[src/rtl/rst_sequencer_pkg.sv]
// Shared types and helpers for the reset sequencer.
//   seq_state_e : sequencer FSM states
//   cnt_width() : width of the shared cycle counter
package rst_sequencer_pkg;

    typedef enum logic [2:0] {
        WAIT_LOCK = 3'd0,
        HOLD      = 3'd1,
        WAIT_ACK  = 3'd2,
        GAP       = 3'd3,
        RUN       = 3'd4,
        DRAIN     = 3'd5,
        FAULT     = 3'd6
    } seq_state_e;

    // Wide enough to hold the largest terminal count of any timed phase.
    function automatic int unsigned cnt_width(input int unsigned hold_c,
                                              input int unsigned gap_c,
                                              input int unsigned timeout_c);
        int unsigned m;
        m = hold_c;
        if (gap_c > m) begin
            m = gap_c;
        end
        if (timeout_c > m) begin
            m = timeout_c;
        end
        return $clog2(m + 1);
    endfunction

endpackage

[src/rtl/rst_ack_sync.sv]
// Multi-flop synchronizer for one asynchronous acknowledge bit.
//   clk_i : sequencer clock
//   rst_i : synchronous active-high reset, clears all stages to 0
//   d_i   : asynchronous input bit
//   q_o   : synchronized output (last flop of the chain)
module rst_ack_sync #(
    parameter int unsigned STAGES = 2
) (
    input  logic clk_i,
    input  logic rst_i,
    input  logic d_i,
    output logic q_o
);

    logic [STAGES-1:0] sync_q;

    // Shift chain; bit 0 is the metastability-exposed capture flop.
    always_ff @(posedge clk_i) begin
        if (rst_i) begin
            sync_q <= '0;
        end else begin
            sync_q <= {sync_q[STAGES-2:0], d_i};
        end
    end

    assign q_o = sync_q[STAGES-1];

endmodule

[src/rtl/rst_sequencer.sv]
// Power-on / soft-reset sequencer for several reset domains.
// Releases active-low domain resets in ascending order, waiting for each
// domain's synchronized reset to come back as an acknowledge, and drains
// them in descending order on a software request from RUN.
//   CLK_I      : free-running sequencer clock
//   RST_I      : synchronous active-high reset
//   LOCK_I     : clock source locked (synchronous)
//   SW_RST_I   : software reset request, single-cycle pulse
//   ACK_I      : per-domain acknowledge, asynchronous
//   NRST_O     : per-domain reset request, active-low, thermometer-coded
//   BUSY_O     : sequence in progress (not RUN, not FAULT)
//   DONE_O     : all domains released and acknowledged
//   TIMEOUT_O  : sticky acknowledge timeout flag
//   FAIL_IDX_O : domain that timed out, valid while TIMEOUT_O=1
module rst_sequencer
    import rst_sequencer_pkg::*;
#(
    parameter int unsigned DOMAINS        = 3,
    parameter int unsigned HOLD_CYCLES    = 16,
    parameter int unsigned GAP_CYCLES     = 4,
    parameter int unsigned TIMEOUT_CYCLES = 64,
    parameter int unsigned SYNC_STAGES    = 2
) (
    input  logic                       CLK_I,
    input  logic                       RST_I,
    input  logic                       LOCK_I,
    input  logic                       SW_RST_I,
    input  logic [DOMAINS-1:0]         ACK_I,
    output logic [DOMAINS-1:0]         NRST_O,
    output logic                       BUSY_O,
    output logic                       DONE_O,
    output logic                       TIMEOUT_O,
    output logic [$clog2(DOMAINS)-1:0] FAIL_IDX_O
);

    localparam int unsigned IDX_W = $clog2(DOMAINS);
    localparam int unsigned CNT_W = cnt_width(HOLD_CYCLES, GAP_CYCLES, TIMEOUT_CYCLES);

    // Terminal counts: the phase ends on the edge that sees cnt_q at N-1,
    // i.e. exactly N edges after the entry edge that cleared the counter.
    localparam logic [CNT_W-1:0] HOLD_TC  = CNT_W'(HOLD_CYCLES - 1);
    localparam logic [CNT_W-1:0] GAP_TC   = CNT_W'(GAP_CYCLES - 1);
    localparam logic [CNT_W-1:0] TMO_TC   = CNT_W'(TIMEOUT_CYCLES - 1);
    localparam logic [CNT_W-1:0] CNT_MAX  = '1;
    localparam logic [IDX_W-1:0] LAST_IDX = IDX_W'(DOMAINS - 1);

    seq_state_e         state_q, state_d;
    logic [CNT_W-1:0]   cnt_q, cnt_d;
    logic [CNT_W-1:0]   cnt_inc;
    logic [IDX_W-1:0]   k_q, k_d;
    logic [IDX_W-1:0]   k_nxt, k_prv;
    logic [DOMAINS-1:0] nrst_q, nrst_d;
    logic               busy_q, busy_d;
    logic               done_q, done_d;
    logic               timeout_q, timeout_d;
    logic [IDX_W-1:0]   fail_idx_q, fail_idx_d;
    logic [DOMAINS-1:0] ack_sync;

    // One synchronizer per domain acknowledge.
    for (genvar i = 0; i < DOMAINS; i++) begin : g_ack_sync
        rst_ack_sync #(
            .STAGES (SYNC_STAGES)
        ) u_ack_sync (
            .clk_i (CLK_I),
            .rst_i (RST_I),
            .d_i   (ACK_I[i]),
            .q_o   (ack_sync[i])
        );
    end

    // Saturating increment; phases always exit before saturation matters.
    assign cnt_inc = (cnt_q == CNT_MAX) ? cnt_q : cnt_q + CNT_W'(1);
    assign k_nxt   = k_q + IDX_W'(1);
    assign k_prv   = k_q - IDX_W'(1);

    // State and output registers.
    always_ff @(posedge CLK_I) begin
        if (RST_I) begin
            state_q    <= WAIT_LOCK;
            cnt_q      <= '0;
            k_q        <= '0;
            nrst_q     <= '0;
            busy_q     <= 1'b1;
            done_q     <= 1'b0;
            timeout_q  <= 1'b0;
            fail_idx_q <= '0;
        end else begin
            state_q    <= state_d;
            cnt_q      <= cnt_d;
            k_q        <= k_d;
            nrst_q     <= nrst_d;
            busy_q     <= busy_d;
            done_q     <= done_d;
            timeout_q  <= timeout_d;
            fail_idx_q <= fail_idx_d;
        end
    end

    // Next state and next output values; lock loss beats software reset.
    always_comb begin
        state_d    = state_q;
        cnt_d      = cnt_inc;
        k_d        = k_q;
        nrst_d     = nrst_q;
        done_d     = done_q;
        timeout_d  = timeout_q;
        fail_idx_d = fail_idx_q;

        if (!LOCK_I) begin
            // Timeout flag survives lock loss; only the sequence restarts.
            state_d = WAIT_LOCK;
            cnt_d   = '0;
            k_d     = '0;
            nrst_d  = '0;
            done_d  = 1'b0;
        end else if (SW_RST_I && (state_q != WAIT_LOCK)) begin
            cnt_d     = '0;
            done_d    = 1'b0;
            timeout_d = 1'b0;
            if (state_q == RUN) begin
                // Start a descending drain with the highest domain.
                state_d          = DRAIN;
                k_d              = LAST_IDX;
                nrst_d[LAST_IDX] = 1'b0;
            end else begin
                state_d = HOLD;
                k_d     = '0;
                nrst_d  = '0;
            end
        end else begin
            unique case (state_q)
                WAIT_LOCK: begin
                    state_d = HOLD;
                    cnt_d   = '0;
                end
                HOLD: begin
                    if (cnt_q == HOLD_TC) begin
                        state_d   = WAIT_ACK;
                        cnt_d     = '0;
                        k_d       = '0;
                        nrst_d[0] = 1'b1;
                    end
                end
                WAIT_ACK: begin
                    // An acknowledge arriving on the timeout edge still wins.
                    if (ack_sync[k_q]) begin
                        cnt_d = '0;
                        if (k_q == LAST_IDX) begin
                            state_d = RUN;
                            done_d  = 1'b1;
                        end else begin
                            state_d = GAP;
                        end
                    end else if (cnt_q == TMO_TC) begin
                        state_d    = FAULT;
                        cnt_d      = '0;
                        nrst_d     = '0;
                        timeout_d  = 1'b1;
                        fail_idx_d = k_q;
                    end
                end
                GAP: begin
                    if (cnt_q == GAP_TC) begin
                        state_d       = WAIT_ACK;
                        cnt_d         = '0;
                        k_d           = k_nxt;
                        nrst_d[k_nxt] = 1'b1;
                    end
                end
                DRAIN: begin
                    if (cnt_q == GAP_TC) begin
                        cnt_d         = '0;
                        k_d           = k_prv;
                        nrst_d[k_prv] = 1'b0;
                        if (k_prv == '0) begin
                            state_d = HOLD;
                        end
                    end
                end
                RUN, FAULT: begin
                    cnt_d = cnt_q;
                end
                default: begin
                    state_d = WAIT_LOCK;
                    cnt_d   = '0;
                    k_d     = '0;
                    nrst_d  = '0;
                    done_d  = 1'b0;
                end
            endcase
        end

        busy_d = !((state_d == RUN) || (state_d == FAULT));
    end

    assign NRST_O     = nrst_q;
    assign BUSY_O     = busy_q;
    assign DONE_O     = done_q;
    assign TIMEOUT_O  = timeout_q;
    assign FAIL_IDX_O = fail_idx_q;

endmodule

[config.mk]
export PLATFORM = sky130hd
export DESIGN_NAME = rst_sequencer
export DESIGN_NICKNAME = d
export VERILOG_FILES = /design/src/rtl/rst_sequencer_pkg.sv /design/src/rtl/rst_ack_sync.sv /design/src/rtl/rst_sequencer.sv
export SDC_FILE = /design/constraint.sdc
export NUM_CORES = 1
export LEC_CHECK = 0
export ABC_AREA = 1
export CAP_MARGIN = 20
export CORE_MARGIN = 10
export CORE_UTILIZATION = 26
export CTS_CLUSTER_SIZE = 40
export DETAILED_ROUTE_END_ITERATION = 16
export SLEW_MARGIN = 20
export SYNTH_ARGS = -nofsm -noshare
export SYNTH_HDL_FRONTEND = slang
export SYNTH_HIERARCHICAL = 1
export SYNTH_SLANG_ARGS = --single-unit
[constraint.sdc]
create_clock -name CLK_I -period 1.85 [get_ports CLK_I]
set_clock_uncertainty 0.1 [all_clocks]
set_input_delay 0.2775 -clock CLK_I [delete_from_list [all_inputs] [get_ports CLK_I]]
set_output_delay 0.2775 -clock CLK_I [all_outputs]
set_load 0.01 [all_outputs]
# [Word level (Yosys, flattened, before mapping)]
# Cells that the tools add are included.
[totals] regBits=26 inputBits=7 out_inout_bits=8
[op_classes] n_addsub=3 magnitude_cmp=5 eq_ne=29 mux=45 n_bitwise=8 reduce_logical=25
[ops] operator="2-to-1 mux 3 bit" n=14
[ops] operator="2-to-1 mux 7 bit" n=5
[ops] operator="case mux 7 bit (4 select lines)" n=1
[ops] operator="case mux 3 bit (6 select lines)" n=1
[ops] operator="inequality test 2 bit (second input constant)" n=8
[ops] operator="case mux 2 bit (4 select lines)" n=2
[ops] operator="== test 3 bit (second input constant)" n=5
[ops] operator="inequality test 3 bit (second input constant)" n=5
[ops] operator="2-to-1 mux 2 bit" n=7
[ops] operator="2-to-1 mux 1 bit" n=10
[ops] operator="AND reduction 5 bit" n=2
[ops] operator="< comparator 2 x 3 -> 1 bit (second input constant)" n=3
[ops] operator="AND reduction 4 bit" n=2
[ops] operator="OR reduction 4 bit" n=2
[ops] operator="adder 7 x 1 -> 7 bit (second input constant)" n=1
[ops] operator="== test 7 x 2 -> 1 bit (second input constant)" n=1
[ops] operator="== test 7 x 4 -> 1 bit (second input constant)" n=1
[ops] operator="== test 7 x 6 -> 1 bit (second input constant)" n=1
[ops] operator="== test 7 bit (second input constant)" n=1
[ops] operator="AND reduction 7 bit" n=1
[ops] operator="== test 3 x 2 -> 1 bit (second input constant)" n=2
[ops] operator="inequality test 2 x 1 -> 1 bit (second input constant)" n=3
[ops] operator="AND reduction 6 bit" n=1
[ops] operator="OR reduction 2 bit" n=3
[ops] operator="other kinds (23)" n=33

# [Logic depth before layout (Yosys ltp)]
# Gate-level depths: netlist of the first run.
[depth] word_depth=10 depth_mapped=10 depth_no_buf=10

# [Cells and area by module]
# The synthesis of the first run kept the hierarchy.
[modules_own_cells] mod="rst_sequencer" instances=1 cells_each=229 area_each_um2=1461.4 seq_area_each_um2=400.4
[modules_own_cells] mod="rst_ack_sync" instances=3 cells_each=6 area_each_um2=55.1 seq_area_each_um2=40.0

# [Least setup slack after synthesis of the first run]
# No wires, ideal clock.
[synth_path] path_type="reg2reg" startpoint="register cnt_q[0]" endpoint="register fail_idx_q[0] (netlist: FAIL_IDX_O[0])" setup_time_ns=0.116 arrival_ns=1.405 required_time_ns=1.634 setup_slack_ns=0.229 stages_incl_launch_ff=9 synth_period_minus_slack_ns=1.621 path_cell_list="dfxtp_1 > ha_1 > nand3_2 > nor2_1 > nand2_1 > nor2_1 > nand3_1 > o21ai_0 > nor2_1"
[synth_between] elab_chain_cells=2
[synth_lines] item="start, declared" line_no="rst_sequencer.sv:48" source="logic [CNT_W-1:0] cnt_q, cnt_d;"
[synth_lines] item="start signal, assigned" line_no="rst_sequencer.sv:89" source="cnt_q <= cnt_d;"
[synth_lines] item="== test 7 x 6 -> 1 bit" line_no="rst_sequencer.sv:154" source="end else if (cnt_q == TMO_TC) begin"
[synth_lines] item="AND reduction 5 bit (no line)"
[synth_lines] item="end signal, assigned" line_no="rst_sequencer.sv:95" source="fail_idx_q <= fail_idx_d;"
[synth_lines] item="end, declared" line_no="rst_sequencer.sv:56" source="logic [IDX_W-1:0] fail_idx_q, fail_idx_d;"
# No other way between the ends.
# A chain may end at the register's enable or synchronous reset.

# [Worst setup path after layout of the first run]
[layout_path] startpoint="register state_q[2]" endpoint="register cnt_q[4]"
[layout_between] elab_chain_cells=3 elab_cells_between_ends=12 cone_classes="6 x eq/ne; 1 x mux; 5 x reduce/logical"
[layout_lines] item="start, declared" line_no="rst_sequencer.sv:47" source="seq_state_e state_q, state_d;"
[layout_lines] item="start signal, assigned" line_no="rst_sequencer.sv:88" source="state_q <= state_d;"
[layout_lines] item="== test 3 bit (tied with other cells)" line_no="rst_sequencer.sv:131" source="unique case (state_q)"
[layout_lines] item="OR reduction 2 bit / logical AND 1 bit (equally long branches)"
[layout_lines] item="case mux 7 bit (4 select lines) / OR reduction 3 bit (equally long branches)"
# Parallel ways exist; a longest one is shown, timed or not.

==> results of run 1 <==
[where the power goes]
part	internal (mW)	switching, mW	leakage, nW	total [mW]
Combinational	0.0589	0.0866	0.607	0.146
Sequential	0.572	0.0106	0.212	0.582
Clock	0.290	0.198	0.0357	0.488
[worst max-delay path by stage]
stage,start,slack (ns),endpoint,depth (start not counted)
final,state_q[2]$_SDFF_PP0_,0.13,cnt_q[4]$_SDFFE_PP0P_,7
after global routing,k_q[1]$_SDFFE_PP0P_,0.002,FAIL_IDX_O[1]$_SDFFE_PP0P_,9
after CTS,cnt_q[0]$_SDFFE_PP0P_,0.02,FAIL_IDX_O[1]$_SDFFE_PP0P_,8
after detailed placement,LOCK_I,-0.09,state_q[1]$_SDFF_PP0_,7
after global placement,LOCK_I,-0.08,state_q[1]$_SDFF_PP0_,7
after floorplan,cnt_q[0]$_SDFFE_PP0P_,0.23,FAIL_IDX_O[0]$_SDFFE_PP0P_,8
[routing by layer]
layer | vias up | GRT usage, %
met5 | - | 0
met4 | 0 | 4.30
met3 | 5 | 1.80
met2 | 41 | 13.0
met1 | 701 | 11.5
li1 | 825 | -
[metrics by stage]
step                      cell area (µm²)  std cells
final                                1990        345
after floorplan                      1630        247
after global routing                 1990        345
after CTS                            1970        345
after global placement               1890        341
after detailed placement             1890        341
[logic make-up (layout without fill, tap and decap cells)]
group | Yosys count | in the layout | share of synthesized area [%]
simple gates | 139 | 139 | 41.1
fa+ha+maj | 5 | 5 | 3.85
xor+xnor | 3 | 3 | 1.62
buf+inv | 43 | 66 | 10.6
flops | 26 | 26 | 32.0
compound gates | 31 | 31 | 10.8
[registers in the layout (all words and copies together) (netlist names)]
name,count
BUSY_O,1
DONE_O,1
FAIL_IDX_O,2
NRST_O,3
TIMEOUT_O,1
cnt_q,7
g_ack_sync.u_ack_sync/sync_q,6
k_q,2
state_q,3
[cell usage in the layout (no fill, tap or decap)]
cell / count
a21oi_1: 16
a21oi_2: 1
a41oi_1: 1
buf_4: 7
bufinv_16: 1
clkbuf_8: 3
clkdlybuf4s50_1: 14
clkinv_1: 1
dfxtp_1: 24
dfxtp_2: 2
ha_1: 4
ha_2: 1
inv_1: 32
inv_2: 8
nand2_1: 62
nand2_2: 6
nand2_4: 1
nand3_1: 24
nand3_2: 3
nand3_4: 1
nand4_1: 2
nor2_1: 28
nor2_2: 2
nor2_4: 5
nor3_1: 3
nor3_4: 2
o21ai_0: 9
o21ai_1: 2
o21ai_4: 1
o31ai_1: 1
xor2_1: 3
[critical path: stages, from the launching register on]
cell and delay (ns):
dfxtp_1 0.41, inv_2 0.18, nand2_2 0.11, nor2_4 0.18, nand2_2 0.15, o21ai_4 0.26
nand2_1 0.09, a21oi_1 0.15
[layout make-up]
cell class | instances | area (µm²) | area share [%]
Timing Repair Buffer | 21 | 193 | 9.70
Tap cell | 75 | 93.8 | 4.73
Inverter | 41 | 154 | 7.75
Sequential cell | 26 | 523 | 26.3
Clock buffer | 3 | 41.3 | 2.08
Clock inverter | 1 | 30.0 | 1.51
Multi-Input combinational cell | 178 | 951 | 47.9
[what timing repair did]
item / CTS / global route
endpoints found under the setup margin: 0 / 14
resized for setup: 0 / 8
hold buffers: 0 / 0
==> results.toml, run 1 <==
[synthesis]
synth-async-reset-ratio_pct = 0
syn_area_um2 = 1630
ys_seq_area_share_pct = 32.0
ys.flop_type = "dfxtp_1"
synthTopCellsByArea = "dfxtp_1, nand2_1, nand3_1"
synth_area_leader_cell = "dfxtp_1"
synth_commonest_cells = "nand2_1, inv_1, nor2_1"
netlist_instances = 247
synth_top_area_share_pct = 32.0
synth_most_common_cell = "nand2_1"
syn-num-nets = 259
yosysUniqueCellTypes = 25
syn_avg_cell_area_um2 = 6.59
ys_seq_elements = 26
synth-edff-count = 0
yosysWarnings = 6

[critical_path]
worstSetupPathType = "flop to flop"
crit_arrival_ns = 1.83
required_ns = 1.96
cp-start-kind = "flop"
r2r-start = "state_q[2]$_SDFF_PP0_"
rr_worst_depth = 7
r2r_end = "cnt_q[4]$_SDFFE_PP0P_"
crit_fanout = 7
regToRegSetupSlack_ns = 0.13
cp-end-kind = "flop"

[layout]
area_growth_pct = 22.1
final_util_pct = 33.1
nets = 283
fillers = 657
antenna_cells = 0
drive_above_1_share_pct = 16.3

[place]
place_ws_ns = -0.0860
numPortBuffers = 14
place_hpwl_um = 3190
gp_congestion = 0.884

[floorplanning]
coreArea_um2 = 5990
die_x_um = 99.1
die_h_um = 99.1
dieArea_um2 = 9820
initial_core_util_pct = 27.2
row_count = 28
io_pins = 15

[pwr]
p_per_area_nw_per_um2 = 612
finalPower_mw = 1.22
leakagePower_nw = 0.855
ir_worst_vdd_uv = 305

[timing]
hold_violations = 0
setup_tns_ns = 0
finalCritPeriodShare_pct = 92.9
layout_setup_ws_ns = 0.131
max_freq_mhz = 582
rsz0062_at_grt = "no"
fin_crit_ns = 1.72
holdWs_ns = 0.309
slew_headroom_pct = 79.6
worstMarginPinSlew_ns = 0.306
setup_viol = 0
slew_violations = 0

[global_routing]
grt_overflow = 0
grt_pass1_vias = 1489
grt_pass1_wl_um = 7110
antenna_found_initial = 0
grt_max_degree = 16
track_usage_pct = 8.71

[drt]
routedWlPerCell_um = 11.9
totalWireLength_um = 4100
wl_met3_um = 265
top_layer_used = "met4"
wl_met1_um = 1920
first_pass_iters = 4
dr.first_iter.drc_count = 121
wl_met2_um = 1820
vias = 1572
vias_per_cell = 4.56
ant_nets = 0
drc = 0

[clock_tree]
clk_latency_ns = 0.28
clock_path_buffers = 2
clockRootBuffer = "clkbuf_8"
cts-htree-levels = 1
post_cts_buffers = 0
clock-sinks = 26
cts_tree = "built"
clkSlewWorstSetupHoldPaths_ns = 0.10
cts_inserted_buffers = 3

[hold_path]
hold_class = "flop to flop"
holdPathEnd = "g_ack_sync[1].u_ack_sync/sync_q[1]$_SDFF_PP0_"
min_from = "g_ack_sync[1].u_ack_sync/sync_q[0]$_SDFF_PP0_"
min_path_cells = 2

[run_status]
outcome = "complete, no violations"

[run]
cap_violations = 0
Power figures use the tool's default switching activity.
==> run 2, diff against run 1 <==
ABC_AREA = default   (was 1)
GPL_TIMING_DRIVEN = 0   (was default)
REMOVE_ABC_BUFFERS = 1   (was default)
==> run 2 against run 1 <==
The flow now finishes with violations (setup timing). Cell count fell by 13%. Maximum frequency fell by 13%. First-iteration DRC count is 43% higher. Non-clock buffer count is 16 higher. Register-to-register slack got worse by 0.25 ns. Wire length increased by 11%. Worst hold slack better by 0.039 ns. Largest cell class unchanged. Largest power group unchanged.
==> results.toml, run 2 <==
[clock_tree]
clkSlewWorstSetupHoldPaths_ns = 0.09
cts-hold-fix-buffers = 0
clockRootBuffer = "clkbuf_8"
cts_inserted_buffers = 3
cts_tree = "built"
clock-sinks = 26
cts-htree-levels = 1
clock_path_buffers = 2
clk_latency_ns = 0.27

[timing]
worstMarginPinSlew_ns = 0.514
holdWs_ns = 0.348
fin_crit_ns = 1.97
rsz0062_at_grt = "yes"
slew_headroom_pct = 65.6
hold_violations = 0
slew_violations = 0
setup_viol = 7
layout_setup_ws_ns = -0.117
finalCritPeriodShare_pct = 106
max_freq_mhz = 508

[synthesis]
synth-simple-area-share_pct = 24.0
syn_avg_cell_area_um2 = 8.24
synth-compound-area-share_pct = 30.4
synth_xor_area_share_pct = 0
synth_top_family_by_area = "compound AO/OA/AOI/OAI gates"
ys.flop_type = "dfxtp_1"
netlist_instances = 194
syn_area_um2 = 1600
synth_area_leader_cell = "dfxtp_1"
synthTopCellsByArea = "dfxtp_1, ha_1, nor2_1"
yosysUniqueCellTypes = 51
ys_seq_area_share_pct = 32.6
synthAdderAreaFrac_pct = 3.92
ys_seq_elements = 26
muxShareOfSynthArea_pct = 2.58
yosysWarnings = 6
synth-async-reset-ratio_pct = 0
synth_top_area_share_pct = 32.6
synth_most_common_cell = "dfxtp_1"
synth_commonest_cells = "dfxtp_1, nor2_1, nand2_1"
synth-edff-count = 0

[layout]
antenna_cells = 0
layout_commonest_cell = "buf_4"
reg_top3 = "cnt_q x7, g_ack_sync.u_ack_sync/sync_q x6"
nets = 238
largest_reg_flops = 7
drive_above_1_share_pct = 27.6
largest_register = "cnt_q"
area_growth_pct = 36.8
final_cell_mix = "buf_4, dfxtp_1, nor2_1, clkdlybuf4s50_1, nand2_1"

[hold_path]
holdPathEnd = "g_ack_sync[0].u_ack_sync/sync_q[1]$_SDFF_PP0_"
min_from = "g_ack_sync[0].u_ack_sync/sync_q[0]$_SDFF_PP0_"
hold_class = "flop to flop"
min_path_cells = 1

[critical_path]
crit_buf_inv = 1
r2r_end = "k_q[1]$_SDFFE_PP0P_"
path_cells = "ha_4 -> nor4b_4 -> buf_4 -> o21ai_4 -> a2bb2o_4 -> a2111o_1 -> and4_1"
required_ns = 1.92
cp-start-kind = "flop"
crit_arrival_ns = 2.04
r2r-start = "cnt_q[1]$_SDFFE_PP0P_"
slowest_delay_ns = 0.37
crit_fanout = 6
cp-end-kind = "flop"
crit_family = "compound AO/OA/AOI/OAI gates"
rr_worst_depth = 7
regToRegSetupSlack_ns = -0.12
slowest_stage = "dfxtp_4"
worstSetupPathType = "flop to flop"

[place]
gp_congestion = 0.841
numPortBuffers = 14
place_ws_ns = -0.724
place_hpwl_um = 2770

[floorplanning]
initial_core_util_pct = 26.8
die_x_um = 98.4
row_count = 28
io_pins = 15
coreArea_um2 = 5960
dieArea_um2 = 9680
die_h_um = 98.4

[pwr]
p_per_area_nw_per_um2 = 569
ir_worst_vdd_uv = 394
leakagePower_nw = 0.795

[drt]
vias_per_cell = 5.38
vias = 1613
first_pass_iters = 4
dr.first_iter.drc_count = 173
routedWlPerCell_um = 15.2
ant_nets = 0
totalWireLength_um = 4560
drc = 0

[run]
cap_violations = 0

[global_routing]
grt_max_degree = 16
grt_pass1_vias = 1495
track_usage_pct = 8.88
antenna_found_initial = 0
grt_overflow = 0
grt_pass1_wl_um = 7450

[run_status]
outcome = "finished, violations left"
failed_checks = "setup timing"
-- run 2: through the flow --
step                      instances  util, %  TNS [ns]  power (mW)  area [µm²]
after floorplan                 183        -     -1.93       0.679        1540
final                           300     36.7    -0.444        1.24        2190
after global placement          272     29.8     -7.90       0.721        1770
after global routing            300     36.7     -1.69        1.29        2190
after detailed placement        272     29.8     -7.36       0.723        1770
after CTS                       293     34.5    -0.564        1.24        2060
-- run 2: area by class of cell --
cell class                 count  area, µm²
clock buffer                   3       41.3
fill                         628       3770
sequential                    26        547
inverter                      12       48.8
clock inverter                 1       30.0
timing repair buffer          37        333
multi-input combinational    146       1090
tap                           75       93.8
-- run 2: logic make-up after synthesis --
family,after synthesis
buf+inv,23
mux,4
simple gates,70
flops,26
fa+ha+maj,5
compound gates,66
-- run 2: metal layers --
metal	wire [µm]	part of all wire, %	up-vias	GRT usage [%]
met1	2110	46	741	12.0
met5	0	0	-	0
met4	123	2.7	0	2.87
li1	-	-	788	-
met2	1960	43	72	13.2
met3	372	8.2	12	2.40
-- run 2: timing repair --
item	CTS	global route
endpoints found under the hold margin	0	0
gates cloned	1	0
gates resized for setup	29	18
pin swaps	11	8
buffers inserted	16	8
setup endpoints to repair	18	17
-- run 2: worst max-delay path by stage --
| stage | slack (ns) | start | endpoint | cells after the start |
|---|---|---|---|---|
| after floorplan | -0.32 | state_q[1]$_SDFF_PP0_ | cnt_q[4]$_SDFFE_PP0P_ | 5 |
| after global placement | -0.73 | state_q[1]$_SDFF_PP0_ | cnt_q[4]$_SDFFE_PP0P_ | 5 |
| after detailed placement | -0.72 | state_q[1]$_SDFF_PP0_ | cnt_q[2]$_SDFFE_PP0P_ | 5 |
| after CTS | -0.13 | cnt_q[1]$_SDFFE_PP0P_ | k_q[1]$_SDFFE_PP0P_ | 6 |
| after global routing | -0.22 | cnt_q[1]$_SDFFE_PP0P_ | k_q[1]$_SDFFE_PP0P_ | 7 |
| final | -0.12 | cnt_q[1]$_SDFFE_PP0P_ | k_q[1]$_SDFFE_PP0P_ | 7 |
-- run 2: power by group --
| group | total (mW) | internal [mW] | switching (mW) |
|---|---|---|---|
| Sequential | 0.599 | 0.580 | 0.0188 |
| Combinational | 0.168 | 0.0839 | 0.0840 |
| Clock | 0.477 | 0.290 | 0.188 |
| Total | 1.24 | 0.954 | 0.290 |
